### config.mk
export PLATFORM = sky130hd
export DESIGN_NAME = multdiv_unit_flat
export DESIGN_NICKNAME = d
export VERILOG_FILES = /design/src/rtl/multdiv_unit_if.sv /design/src/rtl/multdiv_unit.sv /design/src/flat_wrapper.sv
export SDC_FILE = /design/constraint.sdc
export NUM_CORES = 1
export LEC_CHECK = 0
export ABC_AREA = 1
export CAP_MARGIN = 15
export CORE_UTILIZATION = 60
export DETAILED_ROUTE_END_ITERATION = 7
export PLACE_DENSITY = 0.79
export SETUP_SLACK_MARGIN = 0.3
export SKIP_CTS_REPAIR_TIMING = 1
export SYNTH_ARGS = -nofsm -noshare
export SYNTH_HDL_FRONTEND = slang
export SYNTH_SLANG_ARGS = --single-unit
### constraint.sdc
create_clock -name clock -period 13 [get_ports clock]
set_input_delay 1.95 -clock clock [delete_from_list [all_inputs] [get_ports clock]]
set_output_delay 1.95 -clock clock [all_outputs]
set_load 0.01 [all_outputs]
### src/rtl/multdiv_unit_if.sv
// rtl/multdiv_unit_if.sv - start/operand/result bundle between the execute stage and multdiv_unit
interface multdiv_unit_if #(
  parameter int WIDTH = 32
);
  logic             ctrl_MULT;
  logic             ctrl_DIV;
  logic [WIDTH-1:0] data_operandA;
  logic [WIDTH-1:0] data_operandB;
  logic [WIDTH-1:0] data_result;
  logic             data_exception;
  logic             data_resultRDY;
  logic             busy;

  modport master (
    output ctrl_MULT, ctrl_DIV, data_operandA, data_operandB,
    input  data_result, data_exception, data_resultRDY, busy
  );

  modport slave (
    input  ctrl_MULT, ctrl_DIV, data_operandA, data_operandB,
    output data_result, data_exception, data_resultRDY, busy
  );
endinterface

### src/rtl/multdiv_unit.sv
// rtl/multdiv_unit.sv - fixed-latency signed shift-add multiplier / restoring divider
// Define MULTDIV_DIV_EN to build the divider; otherwise a divide returns 0 with exception set.
module multdiv_unit #(
  parameter int WIDTH = 32
) (
  input logic          clock,
  input logic          ctrl_reset,
  multdiv_unit_if.slave mdu
);
  localparam int CW = (WIDTH > 1) ? $clog2(WIDTH) : 1;
  localparam logic [CW-1:0] LAST_ITER = CW'(WIDTH - 1);

  typedef enum logic [1:0] {IDLE, RUN, DONE} state_t;

  state_t           state_q, state_d;
  logic [CW-1:0]    cnt_q;
  logic             op_div_q;
  logic             neg_q;
  logic [WIDTH-1:0] bmag_q;
  logic [WIDTH-1:0] hi_q;
  logic [WIDTH-1:0] lo_q;
  logic [WIDTH-1:0] result_q;
  logic             exc_q;
  logic             rdy;
  logic             busy;

  logic             start;
  logic             start_div;
  logic             last_iter;
  logic [WIDTH-1:0] a_mag;
  logic [WIDTH-1:0] b_mag;

  assign start     = mdu.ctrl_MULT | mdu.ctrl_DIV;
  assign start_div = mdu.ctrl_DIV & ~mdu.ctrl_MULT;
  assign last_iter = (state_q == RUN) && (cnt_q == LAST_ITER);
  assign a_mag     = mdu.data_operandA[WIDTH-1] ? -mdu.data_operandA : mdu.data_operandA;
  assign b_mag     = mdu.data_operandB[WIDTH-1] ? -mdu.data_operandB : mdu.data_operandB;

  always_ff @(posedge clock or posedge ctrl_reset) begin
    if (ctrl_reset) state_q <= IDLE;
    else            state_q <= state_d;
  end

  // A start pulse preempts whatever is in flight.
  always_comb begin
    state_d = state_q;
    if (start) begin
      state_d = RUN;
    end else begin
      case (state_q)
        RUN:     if (last_iter) state_d = DONE;
        DONE:    state_d = IDLE;
        default: state_d = IDLE;
      endcase
    end
  end

  always_comb begin
    rdy  = (state_q == DONE);
    busy = (state_q != IDLE);
  end

  // {hi,lo} holds accumulator/multiplier for multiply, remainder/dividend-quotient for divide.
  logic [WIDTH:0]   mul_sum;
  logic [WIDTH-1:0] hi_step;
  logic [WIDTH-1:0] lo_step;

  assign mul_sum = {1'b0, hi_q} + (lo_q[0] ? {1'b0, bmag_q} : '0);

`ifdef MULTDIV_DIV_EN
  logic             bzero_q;
  logic [WIDTH:0]   div_shift;
  logic [WIDTH:0]   div_diff;

  assign div_shift = {hi_q, lo_q[WIDTH-1]};
  assign div_diff  = div_shift - {1'b0, bmag_q};
`endif

  always_comb begin
    hi_step = mul_sum[WIDTH:1];
    lo_step = {mul_sum[0], lo_q[WIDTH-1:1]};
`ifdef MULTDIV_DIV_EN
    if (op_div_q) begin
      hi_step = div_diff[WIDTH] ? div_shift[WIDTH-1:0] : div_diff[WIDTH-1:0];
      lo_step = {lo_q[WIDTH-2:0], ~div_diff[WIDTH]};
    end
`endif
  end

  logic [2*WIDTH-1:0] prod_mag;
  logic [2*WIDTH-1:0] prod;
  logic               mul_exc;
  logic [WIDTH-1:0]   fin_res;
  logic               fin_exc;

  assign prod_mag = {hi_step, lo_step};
  assign prod     = neg_q ? -prod_mag : prod_mag;
  // The product fits iff its upper WIDTH+1 bits are a pure sign extension.
  assign mul_exc  = ~((&prod[2*WIDTH-1:WIDTH-1]) | ~(|prod[2*WIDTH-1:WIDTH-1]));

  always_comb begin
    fin_res = prod[WIDTH-1:0];
    fin_exc = mul_exc;
    if (op_div_q) begin
`ifdef MULTDIV_DIV_EN
      if (bzero_q) begin
        fin_res = '0;
        fin_exc = 1'b1;
      end else begin
        fin_res = neg_q ? -lo_step : lo_step;
        fin_exc = ~neg_q & lo_step[WIDTH-1];
      end
`else
      fin_res = '0;
      fin_exc = 1'b1;
`endif
    end
  end

  always_ff @(posedge clock or posedge ctrl_reset) begin
    if (ctrl_reset) begin
      cnt_q    <= '0;
      op_div_q <= 1'b0;
      neg_q    <= 1'b0;
      bmag_q   <= '0;
      hi_q     <= '0;
      lo_q     <= '0;
      result_q <= '0;
      exc_q    <= 1'b0;
`ifdef MULTDIV_DIV_EN
      bzero_q  <= 1'b0;
`endif
    end else if (start) begin
      cnt_q    <= '0;
      op_div_q <= start_div;
      neg_q    <= mdu.data_operandA[WIDTH-1] ^ mdu.data_operandB[WIDTH-1];
      bmag_q   <= b_mag;
      hi_q     <= '0;
      lo_q     <= a_mag;
`ifdef MULTDIV_DIV_EN
      bzero_q  <= (mdu.data_operandB == '0);
`endif
    end else if (state_q == RUN) begin
      cnt_q <= last_iter ? '0 : cnt_q + 1'b1;
      hi_q  <= hi_step;
      lo_q  <= lo_step;
      if (last_iter) begin
        result_q <= fin_res;
        exc_q    <= fin_exc;
      end
    end
  end

  assign mdu.data_result    = result_q;
  assign mdu.data_exception = exc_q;
  assign mdu.data_resultRDY = rdy;
  assign mdu.busy           = busy;
endmodule

### src/flat_wrapper.sv
// flat-port wrapper written by rule: the top's interface ports become plain ports
module multdiv_unit_flat 
#(
  parameter int WIDTH = 32
)
  (clock, ctrl_reset, mdu_ctrl_MULT, mdu_ctrl_DIV, mdu_data_operandA, mdu_data_operandB, mdu_data_result, mdu_data_exception, mdu_data_resultRDY, mdu_busy);
  multdiv_unit_if #(.WIDTH(WIDTH)) mdu_i ();
  input logic clock;
  input logic ctrl_reset;
  input wire logic [$bits(mdu_i.ctrl_MULT)-1:0] mdu_ctrl_MULT;
  input wire logic [$bits(mdu_i.ctrl_DIV)-1:0] mdu_ctrl_DIV;
  input wire logic [$bits(mdu_i.data_operandA)-1:0] mdu_data_operandA;
  input wire logic [$bits(mdu_i.data_operandB)-1:0] mdu_data_operandB;
  output wire logic [$bits(mdu_i.data_result)-1:0] mdu_data_result;
  output wire logic [$bits(mdu_i.data_exception)-1:0] mdu_data_exception;
  output wire logic [$bits(mdu_i.data_resultRDY)-1:0] mdu_data_resultRDY;
  output wire logic [$bits(mdu_i.busy)-1:0] mdu_busy;
  assign mdu_i.ctrl_MULT = mdu_ctrl_MULT;
  assign mdu_i.ctrl_DIV = mdu_ctrl_DIV;
  assign mdu_i.data_operandA = mdu_data_operandA;
  assign mdu_i.data_operandB = mdu_data_operandB;
  assign mdu_data_result = mdu_i.data_result;
  assign mdu_data_exception = mdu_i.data_exception;
  assign mdu_data_resultRDY = mdu_i.data_resultRDY;
  assign mdu_busy = mdu_i.busy;
  multdiv_unit #(.WIDTH(WIDTH)) u_core (.clock(clock), .ctrl_reset(ctrl_reset), .mdu(mdu_i));
endmodule
Word level (Yosys, flattened, before mapping)
Index checks and enable logic that the tools add are counted.
{"block": "totals", "register_bits": 138}
{"block": "classes", "add_sub_neg": 5, "eq_ne": 4, "mux": 16, "bitwise": 8, "reduce_logical": 6}
{"op": "2-to-1 mux 32 bit", "count": 8}
{"op": "2-to-1 mux 64 bit", "count": 1}
{"op": "negation 32 bit", "count": 2}
{"op": "negation 64 bit", "count": 1}
{"op": "adder 32 x 33 -> 33 bit", "count": 1}
{"op": "AND reduction 33 bit", "count": 1}
{"op": "OR reduction 33 bit", "count": 1}
{"op": "2-to-1 mux 5 bit", "count": 3}
{"op": "2-to-1 mux 2 bit", "count": 3}
{"op": "adder 5 x 1 -> 5 bit, second input constant", "count": 1}
{"op": "== test 5 bit, second input constant", "count": 1}
{"op": "inverter 1 bit", "count": 4}
{"op": "nonzero test 2 bit", "count": 2}
{"op": "inequality test 3 x 1 -> 1 bit, second input constant", "count": 1}
{"op": "AND reduction 3 bit", "count": 1}
{"op": "== test 2 x 1 -> 1 bit, second input constant", "count": 1}
{"op": "== test 2 bit, second input constant", "count": 1}
{"op": "bitwise OR 1 bit", "count": 2}
{"op": "bitwise AND 1 bit", "count": 1}
{"op": "logical AND 1 bit", "count": 1}
{"op": "2-to-1 mux 1 bit", "count": 1}
{"op": "XOR 1 bit", "count": 1}

Logic depth before layout (Yosys ltp)
{"block": "logic_depth", "word_depth": 9, "depth_mapped": 31, "ltp_nobuf": 29}

Worst setup path before layout
OpenSTA, ideal clock, no wires.
{"block": "synth_path", "path_kind": "input-to-reg", "startpoint": "input port mdu_data_operandB[0]", "endpoint": "register u_core.bmag_q[28]", "setup_time_ns": 0.117, "t_arrival_ns": 3.914, "t_required_ns": 12.883, "setup_slack_ns": 8.969, "cell_stages": 16, "path_buffers": 0, "path_cell_list": "inv_1 -> ha_1 -> inv_1 -> nor3_2 -> nand2_1 -> nor3_1 -> nand2_1 -> nor3_2 -> nand4_1 -> nor4_2 -> nand2_1 -> o31ai_4 -> o21ai_2 -> xor2_1 -> nand2_1 -> nand2_1"}
{"block": "synth_via", "elab_chain_len": 2}
{"item": "from (decl)", "line": "flat_wrapper.sv:13", "rtl": "input wire logic [$bits(mdu_i.data_operandB)-1:0] mdu_data_operandB;"}
{"item": "negation 32 bit", "line": "multdiv_unit.sv:37", "rtl": "assign b_mag = mdu.data_operandB[WIDTH-1] ? -mdu.data_operandB : mdu.data_operandB;"}
{"item": "2-to-1 mux 32 bit", "line": "multdiv_unit.sv:37"}
{"item": "to (signal assigned)", "line": "multdiv_unit.sv:137", "rtl": "bmag_q <= b_mag;"}
{"item": "to (decl)", "line": "multdiv_unit.sv:19", "rtl": "logic [WIDTH-1:0] bmag_q;"}
Every way passes these cells.
A chain may end at the register's enable or synchronous reset.

Worst setup path after layout
{"block": "layout_path", "startpoint": "input port mdu_ctrl_DIV", "endpoint": "register u_core.result_q[24], in the netlist u_core.mdu.data_result[24]"}
{"block": "layout_via", "elab_chain_len": 3}
{"item": "from (decl)", "line": "flat_wrapper.sv:11", "rtl": "input wire logic [$bits(mdu_i.ctrl_DIV)-1:0] mdu_ctrl_DIV;"}
{"item": "bitwise OR 1 bit", "line": "multdiv_unit.sv:33", "rtl": "assign start = mdu.ctrl_MULT | mdu.ctrl_DIV;"}
{"item": "inverter 1 bit (no line)"}
{"item": "AND reduction 3 bit (no line)"}
{"item": "to (signal assigned)", "line": "multdiv_unit.sv:148", "rtl": "result_q <= fin_res;"}
{"item": "to (decl)", "line": "multdiv_unit.sv:22", "rtl": "logic [WIDTH-1:0] result_q;"}
Every way passes these cells.

==> run_results.csv <==
group,metric,value,unit
logic_synthesis,synth.distinct_cells,49,
finish,nets,2203,
drt,firstDrtPassIters,6,
finish,fillers,1800,
sta,setup-tns-final,0,ns
logic_synthesis,synth_area_leader_cell,"dfrtp_1",
sta,hold_viol_final,0,
floorplan,die_w,146,um
logic_synthesis,netlist_area,12400,um2
cts,cts.reportedPaths.clkPinSlew,0.07,ns
critical_path,rr_worst_depth,23,
logic_synthesis,ys_seq_area_frac,0.279,
drt,post_drt_via_cell_ratio,5.62,
place,dpl.hpwl,28600,um
critical_path,critPathMaxStageDelay,0.73,ns
place,finalWeightedCongestion,0.960,
drt,postRouteWirelength,37000,um
drt,post_drt_wl_per_cell,15.6,um
status,outcome,"complete, no violations",
logic_synthesis,synth_edf_count,0,
min_path,hp-class,"reg -> reg",
run,maxCapViolations,0,
global_routing,grt_antenna_before_repair,0,
drt,postRouteAntennaNets,0,
place,port_buffers,102,
critical_path,critPathSlowestCell,"nor2_1",
critical_path,cp_max_fo,56,
critical_path,cp-endpoint,"u_core.mdu.data_result[24]",
logic_synthesis,synth_area_per_cell,6.13,um2
logic_synthesis,synth_top_area_share,0.279,
drt,drc,0,
logic_synthesis,yosys-top-cells-area,"dfrtp_1 28%, nand2_1 21%, inv_1 8.8%",
sta,min_period,5.81,ns
floorplan,row_count,52,
floorplan,dieArea,21200,um2
logic_synthesis,synthFlopType,"dfrtp_1",
pwr,ir_drop,0.0977,mV
logic_synthesis,yosys-top-cells-count,"687 x nand2_1, 289 x inv_1, 208 x nor2_1, 165 x nand3_1, 138 x dfrtp_1",
sta,max_slew.worst_pin.slew,1.01,ns
global_routing,grt_pass1_wl,61100,um
place,dp_cells,2348,
critical_path,r2r_start,"u_core.lo_q[0]",
pwr,powerDensity,100,nW/um2
sta,max_clock_freq,0.172,GHz
logic_synthesis,async_flop_share,1.00,
cts,clock_path_buffers,2,
critical_path,r2r-end,"u_core.mdu.data_exception",
finish,antennaDiodeCount,0,
finish,finalNonFillerCells,2379,
cts,cts_tree,"yes",
critical_path,critPathArrivalTime,6.18,ns
cts,cts-root-buf,"clkbuf_16",
sta,min_period_over_period,0.447,
sta,rsz0062_at_grt,"no",
sta,finalMaxSlewViolations,0,
critical_path,endpoint_kind,"register",
cts,htree_levels,4,
logic_synthesis,ys_ff_latch,138,
logic_synthesis,syn_nets,2125,
global_routing,grt_pass1_vias,12300,
floorplan,initial_utilization,0.611,
cts,clk_latency,0.44,ns
critical_path,startpoint,"mdu_ctrl_DIV",
sta,setup_violations,0,
global_routing,grt_overflow_total,0,
critical_path,cp_cell_sequence,"clkdlybuf4s50_1 -> nor2_4 -> buf_4 -> inv_2 -> nor2_1 -> inv_1 -> nor2_1 -> inv_1 -> buf_4 -> nor2_1 -> buf_4 -> clkinv_1 -> a21oi_1 -> o21ai_0 -> nand2_1",
floorplan,die_h,146,um
drt,num_vias,13400,
finish,drive_gt1_frac,0.0773,
critical_path,required,13.37,ns
logic_synthesis,syn_inst,2019,
cts,cts_buffers,17,
critical_path,rrSetupSlack,8.50,ns
global_routing,grt_start_max_net_pins,73,
finish,syn_to_final_growth,14.9,%
logic_synthesis,synth_warnings,0,
sta,fin_skew,0.0117,ns
critical_path,critPathKind,"in -> reg",
cts,clock_sinks,138,
logic_synthesis,synth_most_common_cell,"nand2_1",
floorplan,ios,103,
critical_path,crit_path_start_kind,"primary input",
sta,slew-limit-headroom,0.325,
pwr,p_leak,0.00743,uW
drt,dr.first_iter.drc_count,1277,
floorplan,core_region_area,20200,um2
global_routing,track_usage,0.361,
[power by group]
part,internal (uW),switching [uW]
Sequential,459,24.4
Combinational,138,289
Clock,306,211
Total,903,524
[metal layers]
metal,share of wire,routed length (um),GRT usage,vias to the layer above
met5,0,0,0,-
met4,0.023,844,0.104,0
met3,0.083,3090,0.0508,70
met2,0.43,16100,0.553,528
met1,0.46,17000,0.529,6182
li1,-,-,-,6601
[cell type report]
cell class              count  area [um2]  share of cell area
multi-input cells        1534        7600               0.535
clock buffers              17         425              0.0299
flip-flops and latches    138        3450               0.243
well taps                 270         338              0.0238
inverters                 294        1110              0.0780
repair buffers            112        1100              0.0771
clock inverters            14         186              0.0131
[cell usage in the layout, fill, tap and decap left out, types with 5 or more instances in the layout]
master           count
o31ai_1              8
o21ai_0            116
nand2_1            687
a32o_1               5
or2_2                8
inv_6                5
nor2_4               6
clkbuf_16           17
nor2_1             206
and2_1               6
dfrtp_1            137
clkdlybuf4s50_1    102
nor3_1              20
nor2_2              18
nand2_2             43
o21bai_1             5
nand3b_1            12
xor2_1              23
inv_1              288
buf_4               10
ha_1                37
nand3_1            165
nor3_2              12
a21oi_1             45
o221ai_1            27
nand4_1             29
nand3_2             18
[sequential cells by signal, indices dropped and copies added (netlist names), 2 cells and up]
| signal | flops |
|---|---|
| u_core.lo_q | 32 |
| u_core.mdu.data_result | 32 |
| u_core.hi_q | 32 |
| u_core.cnt_q | 5 |
| u_core.state_q | 2 |
| u_core.bmag_q | 32 |
[cells by family after synthesis]
family,share of synthesized area
buffers and inverters,0.107
flip-flops,0.279
XOR/XNOR,0.0197
AO/OA/AOI/OAI,0.111
AND/OR/NAND/NOR,0.444
adder cells (fa/ha/maj),0.0390
[worst max-delay path, delay by kind of cell]
kind                   cells  cell delay (ns)
AOI/OAI and AO/OA          2             0.41
buffers and inverters      8             2.58
and+or+nand+nor            5             1.22
[through the flow]
stage / total power [uW] / util / instance area, um2 / worst slack (ns) / hold slack [ns]
floorplan: 776 / - / 12400 / 7.35 / 0.446
finish: 1430 / 0.702 / 14200 / 7.19 / 0.481
detailed placement: 907 / 0.672 / 13600 / 6.82 / 0.465
CTS: 1420 / 0.702 / 14200 / 7.27 / 0.484
global route: 1500 / 0.702 / 14200 / 6.68 / 0.502
global placement: 899 / 0.672 / 13600 / 7.03 / 0.466
[how the worst min path moves through the flow]
stage	from	to	slack, ns	cells after the start
finish	u_core.mdu.data_result[3]	u_core.mdu.data_result[3]	0.48	2
global placement	u_core.bmag_q[22]	u_core.bmag_q[22]	0.47	2
global route	u_core.bmag_q[28]	u_core.bmag_q[28]	0.50	2
floorplan	u_core.bmag_q[31]	u_core.bmag_q[31]	0.45	2
detailed placement	u_core.mdu.data_result[3]	u_core.mdu.data_result[3]	0.46	2
CTS	u_core.mdu.data_result[3]	u_core.mdu.data_result[3]	0.48	2
Note: power is estimated with default switching activity, not from simulation.
